## src/rtl/timer_pkg.sv

```systemverilog
// Shared types and digit-index constants for the mm:ss BCD timer.
package timer_pkg;

  typedef logic [3:0] bcd_t;

  localparam logic [1:0] DIG_SEC_O = 2'd0;
  localparam logic [1:0] DIG_SEC_T = 2'd1;
  localparam logic [1:0] DIG_MIN_O = 2'd2;
  localparam logic [1:0] DIG_MIN_T = 2'd3;

  localparam bcd_t DIGIT_MAX = 4'd9;
  localparam bcd_t SEC_T_MAX = 4'd5;

  typedef struct packed {
    bcd_t min_t;
    bcd_t min_o;
    bcd_t sec_t;
    bcd_t sec_o;
  } tm_t;

endpackage

```

## src/rtl/timer_tick.sv

```systemverilog
// One-second tick divider: counts 0..TICK_DIV-1 while running, pulses tick on the last count.
module timer_tick #(
  parameter int TICK_DIV = 100_000_000
) (
  input  logic clk,
  input  logic rst,
  input  logic run,
  input  logic clr,
  output logic tick
);

  localparam int W = $clog2(TICK_DIV);
  localparam logic [W-1:0] LAST = W'(TICK_DIV - 1);

  logic [W-1:0] div_cnt_q, div_cnt_d;

  assign tick = run && (div_cnt_q == LAST);

  always_comb begin
    div_cnt_d = div_cnt_q;
    if (clr) begin
      div_cnt_d = '0;
    end else if (run) begin
      div_cnt_d = tick ? '0 : div_cnt_q + 1'b1;
    end
  end

  always_ff @(posedge clk) begin
    if (rst) begin
      div_cnt_q <= '0;
    end else begin
      div_cnt_q <= div_cnt_d;
    end
  end

endmodule

```

## src/rtl/timer_core.sv

```systemverilog
// BCD mm:ss up/down timer with digit load and optional lap capture.
// Lap capture is built only when TIMER_CORE_LAP_EN is defined.
module timer_core import timer_pkg::*; #(
  parameter int TICK_DIV = 100_000_000,
  parameter int MAX_MIN  = 59,
  parameter int WRAP     = 1
) (
  input  logic       clk,
  input  logic       rst,
  input  logic       run,
  input  logic       dir,
  input  logic       load,
  input  logic [1:0] load_sel,
  input  logic [3:0] load_val,
  input  logic       lap,
  output bcd_t       min_t,
  output bcd_t       min_o,
  output bcd_t       sec_t,
  output bcd_t       sec_o,
  output bcd_t       lap_min_t,
  output bcd_t       lap_min_o,
  output bcd_t       lap_sec_t,
  output bcd_t       lap_sec_o,
  output logic       lap_vld,
  output logic       expired,
  output logic       wrapped
);

  localparam bcd_t       MAX_MT    = bcd_t'(MAX_MIN / 10);
  localparam bcd_t       MAX_MO    = bcd_t'(MAX_MIN % 10);
  localparam logic [7:0] MAX_MIN_V = 8'(MAX_MIN);

  function automatic bcd_t clamp_digit(input bcd_t v, input bcd_t lim);
    return (v > lim) ? lim : v;
  endfunction

  function automatic logic [7:0] minute_val(input bcd_t t, input bcd_t o);
    return ({4'd0, t} * 8'd10) + {4'd0, o};
  endfunction

  tm_t  time_q, time_d;
  logic expired_q, expired_d;
  logic wrapped_q, wrapped_d;
  logic tick;
  logic at_max;

  timer_tick #(.TICK_DIV(TICK_DIV)) u_tick (
    .clk  (clk),
    .rst  (rst),
    .run  (run),
    .clr  (load),
    .tick (tick)
  );

  assign at_max = (time_q.min_t == MAX_MT) && (time_q.min_o == MAX_MO);

  always_comb begin
    time_d    = time_q;
    expired_d = 1'b0;
    wrapped_d = 1'b0;
    if (load) begin
      case (load_sel)
        DIG_SEC_O: time_d.sec_o = clamp_digit(load_val, DIGIT_MAX);
        DIG_SEC_T: time_d.sec_t = clamp_digit(load_val, SEC_T_MAX);
        DIG_MIN_O: time_d.min_o = clamp_digit(load_val, DIGIT_MAX);
        default:   time_d.min_t = load_val;
      endcase
      // An out-of-range minute pins both minute digits to the maximum.
      if (minute_val(time_d.min_t, time_d.min_o) > MAX_MIN_V) begin
        time_d.min_t = MAX_MT;
        time_d.min_o = MAX_MO;
      end
    end else if (tick) begin
      if (!dir) begin
        if (time_q.sec_o != DIGIT_MAX) begin
          time_d.sec_o = time_q.sec_o + 4'd1;
        end else begin
          time_d.sec_o = 4'd0;
          if (time_q.sec_t != SEC_T_MAX) begin
            time_d.sec_t = time_q.sec_t + 4'd1;
          end else begin
            time_d.sec_t = 4'd0;
            if (at_max) begin
              if (WRAP != 0) begin
                time_d    = '0;
                wrapped_d = 1'b1;
              end else begin
                time_d = time_q;
              end
            end else if (time_q.min_o == DIGIT_MAX) begin
              time_d.min_o = 4'd0;
              time_d.min_t = time_q.min_t + 4'd1;
            end else begin
              time_d.min_o = time_q.min_o + 4'd1;
            end
          end
        end
      end else if (time_q != '0) begin
        if (time_q.sec_o != 4'd0) begin
          time_d.sec_o = time_q.sec_o - 4'd1;
        end else begin
          time_d.sec_o = DIGIT_MAX;
          if (time_q.sec_t != 4'd0) begin
            time_d.sec_t = time_q.sec_t - 4'd1;
          end else begin
            time_d.sec_t = SEC_T_MAX;
            if (time_q.min_o != 4'd0) begin
              time_d.min_o = time_q.min_o - 4'd1;
            end else begin
              time_d.min_o = DIGIT_MAX;
              time_d.min_t = time_q.min_t - 4'd1;
            end
          end
        end
        // Only 00:01 can step down to 00:00.
        expired_d = (time_q.min_t == 4'd0) && (time_q.min_o == 4'd0) &&
                    (time_q.sec_t == 4'd0) && (time_q.sec_o == 4'd1);
      end
    end
  end

  always_ff @(posedge clk) begin
    if (rst) begin
      time_q    <= '0;
      expired_q <= 1'b0;
      wrapped_q <= 1'b0;
    end else begin
      time_q    <= time_d;
      expired_q <= expired_d;
      wrapped_q <= wrapped_d;
    end
  end

  assign min_t   = time_q.min_t;
  assign min_o   = time_q.min_o;
  assign sec_t   = time_q.sec_t;
  assign sec_o   = time_q.sec_o;
  assign expired = expired_q;
  assign wrapped = wrapped_q;

`ifdef TIMER_CORE_LAP_EN
  tm_t  lap_q, lap_d;
  logic lap_vld_q, lap_vld_d;

  // Capture the post-update value so a lap on a tick edge shows the new time.
  always_comb begin
    lap_d     = lap_q;
    lap_vld_d = lap_vld_q;
    if (lap) begin
      lap_d     = time_d;
      lap_vld_d = 1'b1;
    end
  end

  always_ff @(posedge clk) begin
    if (rst) begin
      lap_q     <= '0;
      lap_vld_q <= 1'b0;
    end else begin
      lap_q     <= lap_d;
      lap_vld_q <= lap_vld_d;
    end
  end

  assign lap_min_t = lap_q.min_t;
  assign lap_min_o = lap_q.min_o;
  assign lap_sec_t = lap_q.sec_t;
  assign lap_sec_o = lap_q.sec_o;
  assign lap_vld   = lap_vld_q;
`else
  logic unused_lap;
  assign unused_lap = lap;
  assign lap_min_t  = '0;
  assign lap_min_o  = '0;
  assign lap_sec_t  = '0;
  assign lap_sec_o  = '0;
  assign lap_vld    = 1'b0;
`endif

endmodule

```

## config.mk

```make
export PLATFORM = sky130hd
export DESIGN_NAME = timer_core
export DESIGN_NICKNAME = d
export VERILOG_FILES = /design/src/rtl/timer_pkg.sv /design/src/rtl/timer_tick.sv /design/src/rtl/timer_core.sv
export SDC_FILE = /design/constraint.sdc
export NUM_CORES = 1
export LEC_CHECK = 0
export BUFFER_PORTS_ARGS = -buffer_cell sky130_fd_sc_hd__buf_4
export CORE_MARGIN = 10
export CORE_UTILIZATION = 40
export DETAILED_ROUTE_END_ITERATION = 12
export PLACE_DENSITY = 0.58
export SETUP_SLACK_MARGIN = 0.3
export SYNTH_ARGS = -nofsm -noshare
export SYNTH_HDL_FRONTEND = slang
export SYNTH_SLANG_ARGS = --single-unit
```

## constraint.sdc

```tcl
create_clock -name clk -period 6.7 [get_ports clk]
set_input_delay 0.335 -clock clk [delete_from_list [all_inputs] [get_ports clk]]
set_output_delay 0.335 -clock clk [all_outputs]
set_load 0.02 [all_outputs]
```

* Word level (Yosys, flattened, before mapping)
Cells that the tools add are included.
Cells by class: mux-type cells 28, multipliers 1, shifts and indexed selects 0, add/subtract/negate cells 10, equality and inequality tests 16, magnitude comparators 3, reductions and logical operators 23, divide/modulo/power cells 0, bitwise logic cells 3
Operators with widths (count):
- $mux 16 | 4
- $mux 4 | 16
- $mux 8 | 4
- $add 27x1->27 const B | 1
- $eq 27x27->1 const B | 1
- $mux 27 | 1
- $mux 12 | 2
- $add 4x1->4 const B | 4
- $reduce_bool 16->1 | 1
- $reduce_bool 4->1 | 4
- $sub 4x1->4 const B | 4
- $ne 3x3->1 const B | 5
- $logic_not 4->1 | 3
- $add 8x4->8 | 1
- $gt 8x6->1 const B | 1
- $reduce_and 8->1 | 1
- $mul 4x3->7 const B | 1
- $reduce_and 6->1 | 1
- $reduce_or 6->1 | 1
- $logic_and 1x1->1 | 5
- $reduce_and 5->1 | 1
- $reduce_or 5->1 | 1
- $eq 4x1->1 const B | 1
- $eq 4x3->1 const B | 1
- other kinds (16) | 19
Word-level totals: memory bits (writable) 0, memories 0, output and inout port bits 35, input port bits 12, ROM bits 0, bits in registers 45, latch bits 0

* Depth between registers and ports, before layout
Gate-level depths: netlist (run 1).
depth after elaboration 9, depth in mapped cells 13, depth with buffers taken out 13

* By module
From an unflattened synthesis (run 1), not the netlist that was laid out.
Second synthesis, totals: cell total of the unflattened synthesis 467, area total of the unflattened synthesis 3741.1 um^2
Modules (own cells, without submodules):
- timer_core | times used 1, cells each 292, area each 2174.6 um^2, seq. area each 360.3 um^2
- timer_tick | times used 1, cells each 175, area each 1566.5 um^2, seq. area each 540.5 um^2

* Worst setup path before layout (run 1)
Ideal clock, no wire load.
kind in2reg, start input port load_sel[0], end register time_q (netlist bit min_t[3]), data required time 6.605 ns, data arrival time 3.039 ns, path slack 3.566 ns, setup time 0.095 ns, cell stages on the path 13, path through nand2_1 mux2i_1 xor2_1 ha_1 inv_1 fa_1 nor2b_1 o311ai_0 a211oi_1 xnor2_1 o21ai_2 or3_1 a221oi_1
Between the ends: cells in the longest elaborated chain, start to end 9, elaborated cells on any way between the ends 13, classes of those cells 1 x add/sub; 1 x mul; 1 x order compare; 2 x eq/ne; 6 x mux; 2 x reduce/logical
Ends and longest elaborated chain:
- start: declaration | RTL line timer_core.sv:13 | input logic [1:0] load_sel,
- $eq 2x2->1, or another cell as far along | RTL line timer_core.sv:62 | case (load_sel)
- $reduce_or 3->1 (no line)
- $mux 4 | RTL line timer_core.sv:62
- $mux 4 | RTL line timer_core.sv:61 | if (load) begin
- $mul 4x3->7 | RTL line timer_core.sv:38 | return ({4'd0, t} * 8'd10) + {4'd0, o};
- $add 8x4->8 | RTL line timer_core.sv:38
- $gt 8x6->1 | RTL line timer_core.sv:69 | if (minute_val(time_d.min_t, time_d.min_o) > MAX_MIN_V) begin
- $mux 8 (*) | RTL line timer_core.sv:69
- $mux 16 (*) | RTL line timer_core.sv:61
- end signal: assignment | RTL line timer_core.sv:128 | time_q <= time_d;
- end: declaration | RTL line timer_core.sv:41 | tm_t time_q, time_d;
Mark *: on every way between the ends. The rest lies on a longest branch, timed or not. The select of a mux whose other input is x is not followed. A chain may end at the register's enable or synchronous reset.

* Worst setup path after layout (run 1)
start register time_q (netlist bit min_t[3]), end register time_q (netlist bit min_t[3])
Between the ends: cells in the longest elaborated chain, start to end 8, elaborated cells on any way between the ends 25, classes of those cells 3 x add/sub; 1 x mul; 1 x order compare; 2 x eq/ne; 14 x mux; 4 x reduce/logical
Ends and longest elaborated chain:
- branches (longest 8 deep; another with $add 8x4->8)
Several ways; the timed one is not identified. The select of a mux whose other input is x is not followed.

==> results of run 1 <==
cells in the final DEF, fill, tap and decap left out, types with 17 or more instances in the layout:
cell / synthesis / routed
a21oi_1: 22 / 22
buf_4: 17 / 28
conb_1: 1 / 17
dfxtp_1: 45 / 45
inv_1: 18 / 18
nand2_1: 27 / 27
nand3_1: 23 / 23
nor2_1: 56 / 56
nor3_1: 20 / 20
xor2_1: 20 / 20
routing by layer:
| layer | vias up | GRT usage |
|---|---|---|
| li1 | 1557 | - |
| met1 | 1484 | 0.178 |
| met2 | 65 | 0.204 |
| met3 | 11 | 0.0254 |
| met4 | 0 | 0.0423 |
| met5 | - | 0 |
power by group:
group / internal (uW) / total [uW] / switching (uW)
combinational: 69.6 / 174 / 104
sequential: 275 / 294 / 19.5
clock: 111 / 213 / 102
total: 455 / 681 / 226
worst register-to-register path: stages, from the launching register on:
cell      delay, ps
dfxtp_1         460
a21boi_1        290
nor2_1          120
xor2_1          160
ha_1            230
inv_1            70
fa_1            450
nor2b_1         220
o311ai_0        180
a211oi_1        250
xnor2_1         170
o21ai_2         150
or3_1           340
a221oi_1        220
worst max path at each step:
stage | start | slack, ps | end
floorplan | load_sel[0] | 3570 | min_t[3]$_SDFFE_PP0P_
global placement | load_sel[0] | 3100 | min_t[3]$_SDFFE_PP0P_
detailed placement | load_sel[0] | 3050 | min_t[3]$_SDFFE_PP0P_
CTS | min_t[3]$_SDFFE_PP0P_ | 3300 | min_t[3]$_SDFFE_PP0P_
global route | min_t[1]$_SDFFE_PP0P_ | 3030 | min_t[3]$_SDFFE_PP0P_
finish | min_t[3]$_SDFFE_PP0P_ | 3290 | min_t[3]$_SDFFE_PP0P_
cell families after synthesis:
| kind of cell | after synthesis | synth area share |
|---|---|---|
| other | 1 | 0.00109 |
| AND/OR/NAND/NOR | 195 | 0.302 |
| flip-flops | 45 | 0.262 |
| AO/OA/AOI/OAI | 81 | 0.165 |
| adder cells (fa/ha/maj) | 13 | 0.0512 |
| buffers and inverters | 61 | 0.0872 |
| multiplexers | 15 | 0.0461 |
| XOR/XNOR | 34 | 0.0865 |
flip-flops by register name (all words and copies together) (netlist names):
name / flops
sec_o: 4
wrapped: 1
expired: 1
min_t: 4
min_o: 4
sec_t: 4
u_tick.div_cnt_q: 27
final cells by class:
cell class                 instances  area share
multi-input combinational        355       0.618
clock inverter                     2      0.0104
inverter                          19      0.0191
clock buffer                       5      0.0185
timing repair buffer              28      0.0564
sequential                        45       0.242
tap                              105      0.0353
metrics by stage:
stage / instances / power, uW / setup slack [ps]
4_1_cts: 559 / 687 / 3300
3_3_place_gp: 552 / 471 / 3100
5_1_grt: 559 / 720 / 3030
3_5_place_dp: 552 / 473 / 3050
2_1_floorplan: 461 / 435 / 3570
6_report: 559 / 681 / 3290
==> qor.txt, run 1 <==
PostCTS Resize Cnt = 0
# IOs = 47
Cell Area, Synth = 3440 um^2
Worst Setup Start Kind = register
dpl hpwl = 6200 um
Reg clk slew, reported paths = 90 ps
clk_skew = 9.20 ps
Hold Crit Class = primary input to register
Area growth syn-to-layout = 8.14%
Worst Path Class, Setup = register to register
initial drt markers = 280
Num CTS Buffers = 5
EDFF count, synth = 0
Die Height = 113 um
post-synth top area cell = dfxtp_1
Placed Instance Area = 3620 um^2
Routed WL = 8540 um
worst skew pair latency = 310 ps
1st-pass router iterations = 4
buffers plus inverters on the worst setup path = 1
RR Startpoint = min_t[3]$_SDFFE_PP0P_
DR WL/cell = 15.3 um
count leader, synth = nor2_1
# H-tree levels = 2
reg2reg path depth = 13
leakage = 0.00142 uW
Critical Path AT = 3630 ps
register-to-register setup slack = 3290 ps
top cell type's share of synthesized area = 0.262
hold_sp = rst
initial antenna violation count = 0
sequential cell area fraction in the yosys report = 0.262
n_diodes = 0
vias in the first global route = 2954
Worst Hold End = sec_o[3]$_SDFFE_PP0P_
final setup TNS = 0 ps
CP max stage cell = dfxtp_1
maxcap violations = 0
asr flop ratio synth = 0
Port-buffer cells = 28
ranking of synthesized cells by area = dfxtp_1 26%, nor2_1 6.1%, xor2_1 5.1%
Congestion Overflow GR = 0
drt drc = 0
final antenna-violating net count = 0
Hold WS = 384 ps
CTS sink cnt = 45
fin crit period = 3410 ps
Placeable Area = 8300 um^2
met3 wire length = 375 um
setup violators final = 0
die width = 113 um
routed vias/inst = 5.58
fin crit share = 0.509
die area = 12700 um^2
cell count of the worst hold path = 2
Max Transition Viols Final = 0
Routed met2 length = 3920 um
Max Used Layer = met4
Post-CTS Repair Setup Buffers = 0
row count = 33
peak supply drop = 0.0824 mV
pwr/cell area = 183 nW/um^2
Routability Congestion = 0.808
Relative slew margins = 0.453
Core Util, Final = 0.449
first-pass GRT wire length = 14500 um
Critical Path End Type = register
Fillers = 849
Required @ worst endpoint = 6920 ps
largest net degree at the start of global routing = 37
crit-path max cell delay = 460 ps
CP Cell Sequence = a21boi_1 -> nor2_1 -> xor2_1 -> ha_1 -> inv_1 -> fa_1 -> nor2b_1 -> o311ai_0 -> a211oi_1 -> xnor2_1 -> o21ai_2 -> or3_1 -> a221oi_1
worst-path fanout max = 8
post-synth cell types = 72
via count = 3117
flop and latch count out of synthesis = 45
yosys warns = 0
Total GRT Usage = 0.131
Mapped Cells = 445
CTS Root Cell = clkbuf_8
multi-input logic area = 2300 um^2
mean area per synthesized cell = 7.74 um^2
share of cells above drive strength 1 = 0.119
RSZ-0062 raised after global routing = no
CTS tree = yes
FF-to-FF End = min_t[3]$_SDFFE_PP0P_
outcome = finished, final reports clean
Main synth FF type = dfxtp_1
Reg area = 901 um^2
fin nets = 478
Tightest Pin Transition = 818 ps
final hold vios = 0
fmax = 0.293 GHz
list of most frequent post-synthesis cells = 56 x nor2_1, 45 x dfxtp_1, 27 x nand2_1
Starting Density = 0.415
Max clock buf depth = 2
CP top delay family = compound AO/OA/AOI/OAI gates
fin area = 3720 um^2
# hold bufs at CTS = 0
wl on met1 = 4130 um
Crit path depth = 13
Power figures use the tool's default switching activity.
==> inputs of run 2 (changes only) <==
- ABC_AREA: not set -> 1
- PLACE_DENSITY: 0.58 -> 0.6
- clock period: 6.7 -> 2.88 ns (I/O delays scaled with it)
==> run 2 against run 1 <==
Global-route usage up 1.6 points. Flip-flop and latch count unchanged. Clock-buffer cell count unchanged. Design area grew 4.8%. Routed wire length is 11% higher. Synthesized cell count increased by 19%. Combinational power rose to 2.9 times the previous value. Utilization is 2.4 points higher. Final cell count grew 21%. Critical path type unchanged.
==> qor.txt, run 2 <==
pwr/cell area = 423 nW/um^2 (was 183 nW/um^2)
Final Power = 1650 uW (was 681 uW)
initial antenna violation count = 0 (unchanged)
post-synthesis mux area share = 0 (was 0.0461)
yosys warns = 0 (unchanged)
Num CTS Buffers = 5 (unchanged)
Critical Path AT = 2590 ps (was 3630 ps)
DR WL/cell = 14.1 um (was 15.3 um)
placed cells = 660 (was 552)
largest family of logic cells by synthesized area = simple AND/OR/NAND/NOR gates (unchanged)
Placed Instance Area = 3690 um^2 (was 3620 um^2)
first-pass GRT wire length = 16000 um (was 14500 um)
sequential cell area fraction in the yosys report = 0.265 (was 0.262)
Relative slew margins = 0.610 (was 0.453)
Congestion Overflow GR = 0 (unchanged)
# IOs = 47 (unchanged)
Tightest Pin Transition = 584 ps (was 818 ps)
Largest Register = u_tick.div_cnt_q (unchanged)
1st-pass router iterations = 4 (unchanged)
via count = 3565 (was 3117)
fin crit period = 2410 ps (was 3410 ps)
Port-buffer cells = 28 (unchanged)
mean area per synthesized cell = 6.44 um^2 (was 7.74 um^2)
commonest non-fill, non-tap cell in the layout = nand2_1 (was nor2_1)
Area growth syn-to-layout = 14.6% (was 8.14%)
setup violators final = 0 (unchanged)
EDFF count, synth = 0 (unchanged)
CTS tree = yes (unchanged)
routed vias/inst = 5.29 (was 5.58)
asr flop ratio synth = 0 (unchanged)
Total GRT Usage = 0.147 (was 0.131)
Reg clk slew, reported paths = 80 ps (was 90 ps)
flop and latch count out of synthesis = 45 (unchanged)
reg2reg path depth = 15 (was 13)
Placeable Area = 8260 um^2 (was 8300 um^2)
Max Transition Viols Final = 0 (unchanged)
largest net degree at the start of global routing = 16 (was 37)
vias in the first global route = 3333 (was 2954)
count leader, synth = nand2_1 (was nor2_1)
max reg flops = 27 (unchanged)
commonest cells after routing, fill and taps aside = 103 x nand2_1, 67 x nor2_1, 61 x inv_1 (was 56 x nor2_1, 45 x dfxtp_1, 28 x buf_4)
Routability Congestion = 0.920 (was 0.808)
post-synth cell types = 49 (was 72)
outcome = finished, final reports clean (unchanged)
# H-tree levels = 2 (unchanged)
post-synth top area cell = dfxtp_1 (unchanged)
Max clock buf depth = 2 (unchanged)
fin nets = 593 (was 478)
fin area = 3900 um^2 (was 3720 um^2)
Mapped Cells = 529 (was 445)
Starting Density = 0.412 (was 0.415)
top cell type's share of synthesized area = 0.265 (was 0.262)
worst-path fanout max = 8 (unchanged)
cell count of the worst hold path = 2 (unchanged)
Worst Setup Start Kind = register (unchanged)
Fillers = 885 (was 849)
Routed WL = 9470 um (was 8540 um)
peak supply drop = 0.177 mV (was 0.0824 mV)
clk_skew = 10.2 ps (was 9.20 ps)
ranking of synthesized cells by area = dfxtp_1 26%, nand2_1 12%, nor2_1 7.7% (was dfxtp_1 26%, nor2_1 6.1%, xor2_1 5.1%)
Die Height = 112 um (was 113 um)
list of most frequent post-synthesis cells = 107 x nand2_1, 70 x nor2_1, 64 x inv_1 (was 56 x nor2_1, 45 x dfxtp_1, 27 x nand2_1)
Required @ worst endpoint = 3070 ps (was 6920 ps)
CTS sink cnt = 45 (unchanged)
RSZ-0062 raised after global routing = yes (was no)
adder-cell area share of the yosys netlist = 0.0485 (was 0.0512)
Main synth FF type = dfxtp_1 (unchanged)
Cell Area, Synth = 3410 um^2 (was 3440 um^2)
maxcap violations = 0 (unchanged)
Compound-Gate Fraction of Synth Area = 0.164 (was 0.165)
share of cells above drive strength 1 = 0.172 (was 0.119)
die area = 12600 um^2 (was 12700 um^2)
final hold vios = 0 (unchanged)
dpl hpwl = 7420 um (was 6200 um)
Hold WS = 99.3 ps (was 384 ps)
Worst Path Class, Setup = register to register (unchanged)
die width = 112 um (was 113 um)
worst skew pair latency = 300 ps (was 310 ps)
final setup TNS = 0 ps (unchanged)
initial drt markers = 268 (was 280)
fin crit share = 0.835 (was 0.509)
final antenna-violating net count = 0 (unchanged)
fmax = 0.416 GHz (was 0.293 GHz)
filler-free cell count of the finished design = 674 (was 559)
n_diodes = 0 (unchanged)
CTS Root Cell = clkbuf_8 (unchanged)
drt drc = 0 (unchanged)
row count = 33 (unchanged)
Hold Crit Class = primary input to register (unchanged)
Simple-Gate Fraction of Synth Area = 0.371 (was 0.302)
Critical Path End Type = register (unchanged)
xor and xnor area share after synthesis = 0.0283 (was 0.0865)
leakage = 0.00171 uW (was 0.00142 uW)
run 2: metal layers:
metal	vias up	share of wire	global-route usage
met1	1648	0.45	0.188
li1	1790	-	-
met4	0	0.018	0.0474
met3	19	0.062	0.0325
met5	-	0	0
met2	108	0.47	0.240
run 2: worst paths after layout:
check	startpoint	end	slack, ps
max reg2reg	min_t[1]$_SDFFE_PP0P_	min_o[3]$_SDFFE_PP0P_	470
min reg2reg	u_tick.div_cnt_q[20]$_SDFFE_PP0P_	u_tick.div_cnt_q[20]$_SDFFE_PP0P_	490
max	min_t[1]$_SDFFE_PP0P_	min_o[3]$_SDFFE_PP0P_	470
min	rst	min_t[0]$_SDFFE_PP0P_	100
run 2: power by group:
part	switching, uW	internal (uW)	total, uW
sequential	29.0	645	674
combinational	320	177	497
clock	222	257	480
run 2: per-stage QoR:
step	utilization	setup WS, ps
5_1_grt	0.473	256
3_3_place_gp	0.447	266
4_1_cts	0.462	336
2_1_floorplan	-	317
6_report	0.473	474
3_5_place_dp	0.447	199
run 2: cell type report:
type | count | area, um^2 | area share
sequential | 45 | 910 | 0.233
clock inverter | 2 | 38.8 | 0.00994
timing repair buffer | 40 | 300 | 0.0769
tap | 105 | 131 | 0.0337
clock buffer | 5 | 68.8 | 0.0176
multi-input combinational | 406 | 2190 | 0.560
inverter | 71 | 269 | 0.0689
run 2: kinds of logic (layout without fill, tap and decap cells):
kind of cell | count (synthesis) | in the layout
DFF | 45 | 45
adders and majority gates | 12 | 12
and+or+nand+nor | 268 | 268
AOI/OAI and AO/OA | 98 | 98
buffers and inverters | 94 | 118
other | 1 | 17
xor gates and xnor gates | 11 | 11
run 2: worst max-delay path, cell delays in order (launching register included):
cell	delay, ps
dfxtp_4	350
nand2_1	60
o21ai_2	80
buf_4	150
nor2_2	30
nor2_1	110
ha_2	180
inv_1	50
fa_2	560
inv_2	60
nand4_1	90
nand2_1	90
nor2_4	230
nand3_1	120
nand2_1	80
a21oi_1	60
run 2: what timing repair did:
action / in CTS / in global routing
pin swaps: 1 / 7
hold endpoints to repair: 0 / 0
endpoints found under the setup margin: 8 / 16
resized for setup: 4 / 21
hold buffers: 0 / 0
setup buffers: 1 / 6
==> inputs of run 3 (changes only) <==
- PLACE_DENSITY: 0.6 -> 0.58
- clock period: 2.88 -> 2.5 ns (I/O delays scaled with it)
==> run 3 against run 2 <==
Sequential share of layout area fell by 0.30 points. Register-to-register slack got worse by 310 ps. Routed wire length is 0.42% higher. Global-route usage rose by 0.099 points. Critical endpoint is now min_t[1]$_SDFFE_PP0P_. Largest cell class unchanged.
==> qor.txt, run 3 (synthesis results as in run 2) <==
outcome = finished, final reports clean (unchanged)
1st-pass router iterations = 5 (was 4)
via count = 3480 (was 3565)
Post-Place Setup Slack = -37.3 ps (was 199 ps)
Hold Crit Class = primary input to register (unchanged)
Critical Path End Type = register (unchanged)
logic gate share of total power = 0.302 (was 0.301)
Relative slew margins = 0.621 (was 0.610)
Tightest Pin Transition = 566 ps (was 584 ps)
Largest Register = u_tick.div_cnt_q (unchanged)
maxcap violations = 0 (unchanged)
RSZ-0062 raised after global routing = yes (unchanged)
# H-tree levels = 2 (unchanged)
NetSw = 699 uW (was 572 uW)
worst setup margin = 165 ps (was 474 ps)
CTS tree = yes (unchanged)
Area growth syn-to-layout = 16.6% (was 14.6%)
worst skew pair latency = 310 ps (was 300 ps)
row count = 33 (unchanged)
setup violators final = 0 (unchanged)
CTS Root Cell = clkbuf_8 (unchanged)
first-pass GRT wire length = 16000 um (about the same)
pwr/cell area = 494 nW/um^2 (was 423 nW/um^2)
Final Power = 1960 uW (was 1650 uW)
CTS sink cnt = 45 (unchanged)
Num CTS Buffers = 5 (unchanged)
leakage = 0.00173 uW (was 0.00171 uW)
Reg clk slew, reported paths = 100 ps (was 80 ps)
dpl hpwl = 7440 um (was 7420 um)
Sw Ratio = 0.356 (was 0.346)
Hold WS = 37.9 ps (was 99.3 ps)
worst-path fanout max = 8 (unchanged)
fin crit period = 2330 ps (was 2410 ps)
Worst Path Class, Setup = register to register (unchanged)
Seq pwr share = 0.395 (was 0.408)
initial antenna violation count = 0 (unchanged)
peak supply drop = 0.219 mV (was 0.177 mV)
initial drt markers = 193 (was 268)
Starting Density = 0.412 (unchanged)
Placeable Area = 8260 um^2 (unchanged)
commonest cells after routing, fill and taps aside = 101 x nand2_1, 66 x nor2_1, 60 x inv_1 (was 103 x nand2_1, 67 x nor2_1, 61 x inv_1)
drt drc = 0 (unchanged)
commonest non-fill, non-tap cell in the layout = nand2_1 (unchanged)
Die Height = 112 um (unchanged)
placed cells = 663 (was 660)
final antenna-violating net count = 0 (unchanged)
DR WL/cell = 14.1 um (about the same)
routed vias/inst = 5.14 (was 5.29)
fin crit share = 0.934 (was 0.835)
Clk pwr share = 0.303 (was 0.291)
Worst Setup Start Kind = register (unchanged)
Total GRT Usage = 0.148 (was 0.147)
fin nets = 595 (was 593)
n_diodes = 0 (unchanged)
die area = 12600 um^2 (unchanged)
max reg flops = 27 (unchanged)
Congestion Overflow GR = 0 (unchanged)
filler-free cell count of the finished design = 677 (was 674)
clk_skew = 16.5 ps (was 10.2 ps)
share of cells above drive strength 1 = 0.187 (was 0.172)
final hold vios = 0 (unchanged)
Max Transition Viols Final = 0 (unchanged)
Core Util, Final = 0.481 (was 0.473)
Required @ worst endpoint = 2750 ps (was 3070 ps)
Routed WL = 9510 um (was 9470 um)
internal power = 1260 uW (was 1080 uW)
largest net degree at the start of global routing = 17 (was 16)
fmax = 0.428 GHz (was 0.416 GHz)
Max clock buf depth = 2 (unchanged)
# IOs = 47 (unchanged)
vias in the first global route = 3263 (was 3333)
Routability Congestion = 0.884 (was 0.920)
die width = 112 um (unchanged)
Port-buffer cells = 28 (unchanged)
Critical Path AT = 2580 ps (was 2590 ps)
-- run 3: cell types whose count changed in the layout (fill, tap and decap cells not counted), moves of 2 or more --
cell / change
nor2_4: +2
buf_4: +2
nand2_1: -2
inv_2: +2
-- run 3: per-layer routing --
metal	GRT usage	vias to the layer above	wire length (um)	part of all wire
met3	0.0362	14	538	0.057
met4	0.0448	0	151	0.016
met1	0.205	1593	4800	0.50
met2	0.220	83	4020	0.42
li1	-	1790	-	-
met5	0	-	0	0
-- run 3: repair_timing --
item	4_1_cts	5_1_grt
hold buffers	0	0
resized for setup	8	3
setup endpoints to repair	26	14
pin swaps	9	1
buffers inserted	6	0
-- run 3: final timing paths --
| check | start | end | slack (ps) | depth (start not counted) |
|---|---|---|---|---|
| worst max-delay path | min_t[1]$_SDFFE_PP0P_ | min_t[1]$_SDFFE_PP0P_ | 170 | 15 |
| worst min-delay path | rst | min_t[2]$_SDFFE_PP0P_ | 40 | 2 |
| worst max register to register | min_t[1]$_SDFFE_PP0P_ | min_t[1]$_SDFFE_PP0P_ | 170 | 15 |
| worst min register to register | u_tick.div_cnt_q[20]$_SDFFE_PP0P_ | u_tick.div_cnt_q[20]$_SDFFE_PP0P_ | 500 | 2 |
-- run 3: stage by stage --
stage / setup TNS (ps) / area (um^2)
floorplan: 0 / 3530
global placement: 0 / 3770
detailed placement: -67.4 / 3770
CTS: 0 / 3960
global route: -59.2 / 3970
finish: 0 / 3970
-- run 3: final cells by class --
cell class	instances	area [um^2]
Timing Repair Buffer	42	315
Sequential cell	45	913
Clock inverter	3	47.5
Fill cell	883	4290
Multi-Input combinational cell	406	2230
Clock buffer	5	68.8
Inverter	71	267
Tap cell	105	131
-- run 3: power groups by stage --
stage | clock network, uW | registers [uW] | logic [uW]
final | 595 | 775 | 591
after global routing | 643 | 781 | 665
after CTS | 617 | 773 | 587
after detailed placement | 0 | 792 | 556
after global placement | 0 | 791 | 552
after floorplan | 0 | 816 | 383
-- run 3: critical path: stages (launching register included) --
cell and delay (ps):
dfxtp_4 380, nand2_4 50, o21ai_4 90, inv_2 80, nor2_4 120, nor2_4 50, ha_4 160, inv_2 40
fa_2 440, inv_2 100, nand3_1 80, nand2_1 80, nand2_2 60, nor2_4 210, nand4_1 160, a21oi_1 150
